$ cat src/rtl/div_pkg.sv
// Shared types and constants for the sequential divider.
package div_pkg;

    // Default operand width and the matching iteration-counter width.
    localparam int unsigned DIV_WIDTH = 32;
    localparam int unsigned DIV_CNT_W = $clog2(DIV_WIDTH) + 1;

    // alucontrol codes for the divide ops; must stay in step with defines2.vh.
    localparam logic [4:0] DIV_CONTROL  = 5'b11010;
    localparam logic [4:0] DIVU_CONTROL = 5'b11011;

    // Sequencer states.
    typedef enum logic [1:0] {
        DIV_IDLE,
        DIV_BUSY,
        DIV_DONE
    } div_state_t;

    // True when the E-stage control code asks for either divide flavour.
    function automatic logic is_div_op(input logic [4:0] ctrl);
        return (ctrl == DIV_CONTROL) || (ctrl == DIVU_CONTROL);
    endfunction

endpackage

$ cat src/rtl/div_step.sv
// One radix-2 restoring division iteration, purely combinational.
// r_in is the partial remainder (always < divisor, so WIDTH bits suffice),
// q_in is the dividend/quotient shift register: its MSB feeds the remainder
// and the new quotient bit enters at the LSB.
module div_step #(
    parameter int unsigned WIDTH = 32
) (
    input  logic [WIDTH-1:0] r_in,
    input  logic [WIDTH-1:0] q_in,
    input  logic [WIDTH-1:0] divisor,
    output logic [WIDTH-1:0] r_out,
    output logic [WIDTH-1:0] q_out
);

    logic [WIDTH:0] r_shift;
    logic           qbit;

    // Shift in the next dividend bit, then subtract the divisor if it fits.
    always_comb begin
        r_shift = {r_in, q_in[WIDTH-1]};
        qbit    = (r_shift >= {1'b0, divisor});
        // When the trial succeeds the difference is below the divisor, so it
        // fits in WIDTH bits and the modular subtraction is exact.
        r_out   = qbit ? (r_shift[WIDTH-1:0] - divisor) : r_shift[WIDTH-1:0];
        q_out   = {q_in[WIDTH-2:0], qbit};
    end

endmodule

$ cat src/rtl/div_seq.sv
// Multi-cycle DIV/DIVU sequencer for the execute stage.
// Runs one restoring step per cycle on operand magnitudes, applies the sign
// fixup on the last step, and holds the {remainder, quotient} pair for the
// hilo write path while stalling F/D/E until the result is ready.
module div_seq
    import div_pkg::*;
#(
    parameter int unsigned WIDTH = DIV_WIDTH
) (
    input  logic               clk,
    input  logic               rst,
    input  logic [4:0]         alucontrolE,
    input  logic [WIDTH-1:0]   src_aE,
    input  logic [WIDTH-1:0]   src_bE,
    input  logic               flushE,
    input  logic               pipe_stallE,
    output logic               div_stall,
    output logic               result_valid,
    output logic [2*WIDTH-1:0] hilo_out,
    output logic               busy
);

    localparam int unsigned CNT_W = $clog2(WIDTH) + 1;

    div_state_t         state_q, state_d;
    logic [CNT_W-1:0]   cnt_q, cnt_d;
    logic [WIDTH-1:0]   rem_q, rem_d;
    logic [WIDTH-1:0]   quo_q, quo_d;
    logic [WIDTH-1:0]   dvs_q, dvs_d;
    logic               neg_quo_q, neg_quo_d;
    logic               neg_rem_q, neg_rem_d;
    logic [2*WIDTH-1:0] hilo_q, hilo_d;
    logic               valid_q, valid_d;

    logic               start_req;
    logic               is_signed;
    logic               a_neg;
    logic               b_neg;
    logic [WIDTH-1:0]   a_mag;
    logic [WIDTH-1:0]   b_mag;
    logic [WIDTH-1:0]   step_rem;
    logic [WIDTH-1:0]   step_quo;
    logic [WIDTH-1:0]   quo_fix;
    logic [WIDTH-1:0]   rem_fix;
    logic               last_step;

    // Request decode and operand magnitude/sign extraction for the start cycle.
    always_comb begin
        start_req = is_div_op(alucontrolE) && !flushE;
        is_signed = (alucontrolE == DIV_CONTROL);
        a_neg     = is_signed && src_aE[WIDTH-1];
        b_neg     = is_signed && src_bE[WIDTH-1];
        // Two's-complement negate; 0x80..0 maps to itself, which is the
        // correct unsigned magnitude.
        a_mag     = a_neg ? (~src_aE + WIDTH'(1)) : src_aE;
        b_mag     = b_neg ? (~src_bE + WIDTH'(1)) : src_bE;
    end

    div_step #(
        .WIDTH   (WIDTH)
    ) u_step (
        .r_in    (rem_q),
        .q_in    (quo_q),
        .divisor (dvs_q),
        .r_out   (step_rem),
        .q_out   (step_quo)
    );

    // Sign fixup on the final step's output: quotient follows sign(a)^sign(b),
    // remainder follows sign(a). Divide-by-zero goes through the same path.
    always_comb begin
        quo_fix   = neg_quo_q ? (~step_quo + WIDTH'(1)) : step_quo;
        rem_fix   = neg_rem_q ? (~step_rem + WIDTH'(1)) : step_rem;
        last_step = (cnt_q == CNT_W'(WIDTH - 1));
    end

    // Next-state logic; flush overrides every other transition.
    always_comb begin
        state_d   = state_q;
        cnt_d     = cnt_q;
        rem_d     = rem_q;
        quo_d     = quo_q;
        dvs_d     = dvs_q;
        neg_quo_d = neg_quo_q;
        neg_rem_d = neg_rem_q;
        hilo_d    = hilo_q;
        valid_d   = 1'b0;

        case (state_q)
            DIV_IDLE: begin
                // A held request (pipe_stallE high) still starts: E keeps the instruction.
                if (start_req) begin
                    state_d   = DIV_BUSY;
                    cnt_d     = '0;
                    rem_d     = '0;
                    quo_d     = a_mag;
                    dvs_d     = b_mag;
                    neg_quo_d = a_neg ^ b_neg;
                    neg_rem_d = a_neg;
                end
            end
            DIV_BUSY: begin
                rem_d = step_rem;
                quo_d = step_quo;
                cnt_d = cnt_q + CNT_W'(1);
                if (last_step) begin
                    state_d = DIV_DONE;
                    hilo_d  = {rem_fix, quo_fix};
                    valid_d = 1'b1;
                end
            end
            DIV_DONE: begin
                // The requesting instruction leaves E when the pipe moves, so
                // DONE never restarts directly.
                if (pipe_stallE) begin
                    valid_d = 1'b1;
                end else begin
                    state_d = DIV_IDLE;
                end
            end
            default: begin
                state_d = DIV_IDLE;
            end
        endcase

        if (flushE && (state_q != DIV_IDLE)) begin
            state_d = DIV_IDLE;
            valid_d = 1'b0;
            hilo_d  = hilo_q;
        end
    end

    // State, datapath and output registers.
    always_ff @(posedge clk or posedge rst) begin
        if (rst) begin
            state_q   <= DIV_IDLE;
            cnt_q     <= '0;
            rem_q     <= '0;
            quo_q     <= '0;
            dvs_q     <= '0;
            neg_quo_q <= 1'b0;
            neg_rem_q <= 1'b0;
            hilo_q    <= '0;
            valid_q   <= 1'b0;
        end else begin
            state_q   <= state_d;
            cnt_q     <= cnt_d;
            rem_q     <= rem_d;
            quo_q     <= quo_d;
            dvs_q     <= dvs_d;
            neg_quo_q <= neg_quo_d;
            neg_rem_q <= neg_rem_d;
            hilo_q    <= hilo_d;
            valid_q   <= valid_d;
        end
    end

    // Pipeline stall covers the start cycle and every BUSY cycle; forced low during reset.
    always_comb begin
        div_stall = !rst && (((state_q == DIV_IDLE) && start_req) || (state_q == DIV_BUSY));
    end

    assign result_valid = valid_q;
    assign hilo_out     = hilo_q;
    assign busy         = (state_q != DIV_IDLE);

endmodule

$ cat config.mk
export PLATFORM = sky130hd
export DESIGN_NAME = div_seq
export DESIGN_NICKNAME = d
export VERILOG_FILES = /design/src/rtl/div_pkg.sv /design/src/rtl/div_step.sv /design/src/rtl/div_seq.sv
export SDC_FILE = /design/constraint.sdc
export NUM_CORES = 1
export LEC_CHECK = 0
export ABC_CLOCK_PERIOD_IN_PS = 11430
export CORE_UTILIZATION = 55
export DETAILED_ROUTE_END_ITERATION = 10
export PLACE_DENSITY = 0.89
export REMOVE_ABC_BUFFERS = 1
export SETUP_SLACK_MARGIN = 0.02
export SLEW_MARGIN = 20
export SYNTH_ARGS = -nofsm -noshare
export SYNTH_HDL_FRONTEND = slang
export SYNTH_HIERARCHICAL = 1
export SYNTH_SLANG_ARGS = --single-unit
export TNS_END_PERCENT = 100
$ cat constraint.sdc
create_clock -name clk -period 11.43 [get_ports clk]
set_input_delay 1.7145 -clock clk [delete_from_list [all_inputs] [get_ports clk]]
set_output_delay 1.7145 -clock clk [all_outputs]
set_load 0.1 [all_outputs]
# Yosys cells after proc, flatten, opt, wreduce, memory -nomap -nowiden
# Index checks and enable logic that the tools add are counted.
[op_classes]
addsub = 6
magnitude_cmp = 1
n_eq_ne = 9
n_mux = 20
bitwise_logic = 6
reduce_logical = 17
[ops]
columns = ["operator", "n"]
rows = [
  ["$mux W32", 7],
  ["$add A32 B1 Y32 const B", 4],
  ["$not A32 Y32", 4],
  ["$pmux W32 S2", 2],
  ["$ge A33 B32 Y1", 1],
  ["$sub A32 B32 Y32", 1],
  ["$pmux W6 S2", 1],
  ["$eq A5 B5 Y1 const B", 2],
  ["$ne A3 B3 Y1 const B", 3],
  ["$mux W2", 4],
  ["$add A6 B1 Y6 const B", 1],
  ["$eq A6 B5 Y1 const B", 1],
  ["$logic_and A1 B1 Y1", 6],
  ["$mux W6", 1],
  ["$pmux W2 S3", 1],
  ["$reduce_and A3 Y1", 2],
  ["$reduce_and A2 Y1", 2],
  ["$reduce_bool A2 Y1", 2],
  ["$mux W1", 3],
  ["$eq A2 B1 Y1 const B", 1],
  ["$eq A2 B2 Y1 const B", 1],
  ["$logic_not A1 Y1", 2],
  ["$logic_not A2 Y1", 1],
  ["$logic_or A1 B1 Y1", 2],
  ["4 further kinds", 4],
]
[totals]
register_bits = 171
input_bits = 73

# Depth between registers and ports, before layout
[depth]
depth_word = 6
mapped_depth = 23
ltp_nobuf = 17

# Cells and area by module
# Netlist, hierarchy kept.
[by_module_without_submodules]
columns = ["module", "instances", "cells_per_inst", "area_per_inst_um2", "seq_area_each_um2"]
rows = [
  ["div_seq", 1, 1034, 9531.6, 4279.1],
  ["div_step", 1, 355, 2571.2, 0.0],
]

# Worst setup path after synthesis
# Ideal clock, no wire load.
[synth_timing]
kind = "input to output"
startpoint = "in alucontrolE[2]"
endpoint = "out div_stall"
arrival_ps = 4186
t_required_ps = 9716
slack_ps = 5530
cell_stages = 6
n_path_buf = 3
cell_sequence = "and3b_1 clkbuf_1 nand2_1 clkbuf_1 buf_1 a21oi_1"
[synth_via]
elab_chain_cells = 6
elab_cells_between_ends = 7
cone_classes = "eq/ne (2); reduce/logical (5)"
[synth_lines]
columns = ["element", "line_no", "text"]
rows = [
  ["start, declared", "div_seq.sv:12", "input logic [4:0] alucontrolE,"],
  ["$eq A5 B5 Y1", "div_pkg.sv:21", "return (ctrl == DIV_CONTROL) || (ctrl == DIVU_CONTROL);"],
  ["$logic_or A1 B1 Y1 *", "div_pkg.sv:21", ""],
  ["$logic_and A1 B1 Y1 *", "div_seq.sv:49", "start_req = is_div_op(alucontrolE) && !flushE;"],
  ["$logic_and A1 B1 Y1 *", "div_seq.sv:160", "div_stall = !rst && (((state_q == DIV_IDLE) && start_req) || (state_q == DIV_BUSY));"],
  ["$logic_or A1 B1 Y1 *", "div_seq.sv:160", ""],
  ["$logic_and A1 B1 Y1 *", "div_seq.sv:160", ""],
  ["end, declared", "div_seq.sv:17", "output logic div_stall,"],
]
# Mark *: on every way between the ends. The rest lies on a longest branch, timed or not.

# Final worst setup path
[layout_timing]
startpoint = "in flushE"
endpoint = "out div_stall"
[layout_via]
elab_chain_cells = 5
[layout_lines]
columns = ["element", "line_no", "text"]
rows = [
  ["start, declared", "div_seq.sv:15", "input logic flushE,"],
  ["$logic_not A1 Y1", "div_seq.sv:49", ""],
  ["$logic_and A1 B1 Y1", "div_seq.sv:49", ""],
  ["$logic_and A1 B1 Y1", "div_seq.sv:160", ""],
  ["$logic_or A1 B1 Y1", "div_seq.sv:160", ""],
  ["$logic_and A1 B1 Y1", "div_seq.sv:160", ""],
]
# Every way passes these cells.

==> metrics.md <==
| Metric | Value |
|---|---|
| Average size of a mapped cell | `8.71 µm²` |
| Seq cells post-synth | `171` |
| Die Wd | `150 µm` |
| Final Setup Violations | `0` |
| CTS root buf | `clkbuf_16` |
| CTS tree | `built` |
| Critical Path RT | `9720 ps` |
| DP Worst Slack | `5420 ps` |
| Outcome | `finished clean` |
| Row Count | `53` |
| Synth cell types | `71` |
| Final Max Tran Viols | `0` |
| Multi-input logic area | `7050 µm²` |
| Comb power frac | `0.616` |
| Post-synthesis adder-cell area fraction | `0.0430` |
| Max Clock Freq | `166 MHz` |
| Synth Flop Type | `dfrtp_1` |
| Ant diodes | `0` |
| FF+latch area | `4280 µm²` |
| Dominant combinational cell family by area after synthesis | `compound AO/OA/AOI/OAI gates` |
| RSZ-0062 raised after global routing | `no` |
| Finished Cell Area | `13900 µm²` |
| Die height | `150 µm` |
| H-tree levels | `4` |
| Switching share of power | `0.485` |
| Total number of vias | `10.7k` |
| Routed Wire Length | `30500 µm` |
| Setup repair bufs after CTS | `0` |
| Final worst path period need | `6010 ps` |
| Critical Path Sink Type | `output pin` |
| Routability congestion estimate | `0.943` |
| Clock power frac | `0.146` |
| Post-synthesis xor/xnor area fraction | `0.0955` |
| CTS Buf Count | `17` |
| Die area | `22600 µm²` |
| Post-synth EDFFs | `0` |
| Startpoint Class | `input pin` |
| GRT Residual Overflow | `0` |
| IO Pins | `140` |
| Synth Area in Compound Gates | `0.210` |
| Slew headroom | `0.337` |
| Number of global-route vias before repair | `10.1k` |
| Critical path class | `in2out` |
| Post-CTS Hold Fix Bufs | `0` |
| Hold Path Depth | `2` |
| Mapped Cells | `1389` |
| Dpl cells | `1699` |
| Psw | `1.92 mW` |
| Pwr Density | `284 nW/µm²` |
| Routed len/inst | `17.6 µm` |
| DRC viols | `0` |
| Initial core utilization | `0.569` |
| Hold/Removal Path Class | `reg2reg` |
| PostCTS Resize Cnt | `0` |
| # port buffers | `139` |
| Clock insertion delay at the later pin of the skew report | `440 ps` |
| Final-stage net count | `1557` |
| Post-synthesis cell area | `12100 µm²` |
| Final Cycle Share | `0.526` |
| Worst-path clk slew | `70 ps` |
| Routed vias/inst | `6.21` |
| Simple-Gate Fraction of Synth Area | `0.183` |
| Leakage | `6.02 nW` |
| Drt first-iter violations | `973` |
| Worst r2r path cells | `15` |
| Placement Cell Area | `13300 µm²` |
| CP Max Fanout | `72` |
| Asr flop ratio synth | `1.00` |
| Post-synthesis mux area share | `0.0492` |
| Pin slew with the least headroom to its limit | `994 ps` |
| Area Overhead vs Synth | `15.2%` |
| Non-filler instance count after layout | `1731` |
| Maximum VDD drop | `0.000166 V` |
| FILL cells | `1651` |
| Reg power frac | `0.238` |
| Final hold vios | `0` |
| Setup ws final | `5420 ps` |
| GRT Total Usage | `0.277` |
| Final core utilization | `0.655` |
| Router iterations before antenna repair | `6` |
| Synthesis Warnings | `6` |
| Post-DRT Antenna Nets | `0` |
| Layout cells sized above 1 | `0.0735` |
| Clock Sinks | `171` |
| Setup TNS | `0 ps` |
| Global-route wire length before repair | `49600 µm` |
| Arrival time at the worst endpoint | `4300 ps` |
| Hpwl dp | `22000 µm` |
| Initial antenna violation count | `0` |
| Seq/Total Area, Yosys | `0.354` |
| Max cap viols | `0` |
| Internal Power | `2.04 mW` |
| Clock Path Buffers | `2` |
| Worst Skew | `18.4 ps` |
| Core Box Area | `21300 µm²` |
| Largest net degree at the start of global routing | `96` |
-- routing by layer --
layer  vias to the layer above  global-route usage  part of all wire
met4                         0               0.121             0.026
met2                       450               0.432              0.46
met5                         -                   0                 0
met3                        66              0.0400             0.066
met1                      5103               0.383              0.45
li1                       5124                   -                 -
-- path summary, 6_finish.rpt --
kind / startpoint / endpoint / slack, ps
max: flushE / div_stall / 5420
max in group asynchronous: rst / hilo_out[40] / 8060
max reg2reg: rem_q[9] / hilo_out[57] / 5970
min: hilo_out[37] / hilo_out[37] / 480
min in group asynchronous: rst / hilo_out[4] / 1850
min reg2reg: hilo_out[37] / hilo_out[37] / 480
-- area by class of cell --
cell class              instances  area share
multi-input cells            1046       0.505
clock buffers                  19      0.0325
inverters                      59      0.0162
clock inverters                13     0.00969
well taps                     275      0.0247
flip-flops and latches        171       0.307
repair buffers                148       0.105
-- cell usage after synthesis (all sizes together), types with 7 or more instances --
library cell  count  area (µm²)
o21a              7        60.1
or2              10        62.6
mux2i            19         190
clkbuf           66         248
a21oi            40         204
dfrtp           171        4280
nor2b            11        68.8
a22o             32         280
nand2           161         604
o21ai           148         744
ha               40         500
nor3b             7        52.6
nor2             53         199
a211oi            9        67.6
o31ai            43         323
xnor2            41         359
a31oi            21         146
xor2             91         797
or3              22         143
nor3             35         175
nor4             20         125
a22oi            15         113
a21o             11        82.6
or4              22         173
o41ai            21         184
and2              7        43.8
nand3            28         140
buf              47         332
inv              59         221
mux2             33         405
and3             18         113
nand4            15        93.8
-- power by group through the flow --
stage / clock [mW] / combinational, mW / sequential (mW)
2_1_floorplan: 0 / 1.76 / 0.977
3_3_place_gp: 0 / 2.28 / 0.934
3_5_place_dp: 0 / 2.36 / 0.945
4_1_cts: 0.584 / 2.40 / 0.938
5_1_grt: 0.607 / 2.66 / 0.966
6_report: 0.578 / 2.44 / 0.945
-- stage by stage --
| step | power, mW | hold WS, ps |
|---|---|---|
| after floorplan | 2.74 | 450 |
| after global placement | 3.21 | 463 |
| after detailed placement | 3.31 | 470 |
| after CTS | 3.92 | 485 |
| after global routing | 4.23 | 497 |
| final | 3.97 | 480 |
-- logic make-up (layout without fill, tap and decap cells) --
| logic type | Yosys count | count (layout) |
|---|---|---|
| AND/OR/NAND/NOR | 434 | 434 |
| AO/OA/AOI/OAI | 387 | 387 |
| XOR/XNOR | 132 | 132 |
| adder cells (fa/ha/maj) | 41 | 41 |
| buffers and inverters | 172 | 239 |
| multiplexers | 52 | 52 |
| flip-flops | 171 | 171 |
-- cells in the final DEF, fill, tap and decap left out, types with 10 or more instances in the layout --
cell               n
a31oi_1           20
mux2_2            24
nand3_1           28
xnor2_1           41
o31ai_1           43
or4_1             19
a22oi_1           14
nor4_1            19
a22o_1            32
o21ai_0          147
clkdlybuf4s50_1  139
or2_2             10
nand4_1           15
dfrtp_1          170
inv_1             57
nand2_1          160
ha_1              40
nor3_1            35
mux2i_1           19
nor2b_1           11
nor2_1            53
o41ai_1           21
or3_1             21
clkbuf_16         17
a21oi_1           39
a21o_1            11
xor2_1            91
and3_1            18
-- sequential cells by signal, indices dropped and copies added (netlist names) --
signal and flops:
neg_rem_q 1, rem_q 32, hilo_out 64, neg_quo_q 1, state_q 2, dvs_q 32, quo_q 32, cnt_q 6
result_valid 1
-- worst max-delay path, stage by stage --
cell and delay (ps):
clkdlybuf4s50_1 490, and3b_1 310, nand2_2 60, buf_4 330, a21oi_1 230, clkdlybuf4s50_1 1150
Power figures use the tool's default switching activity.
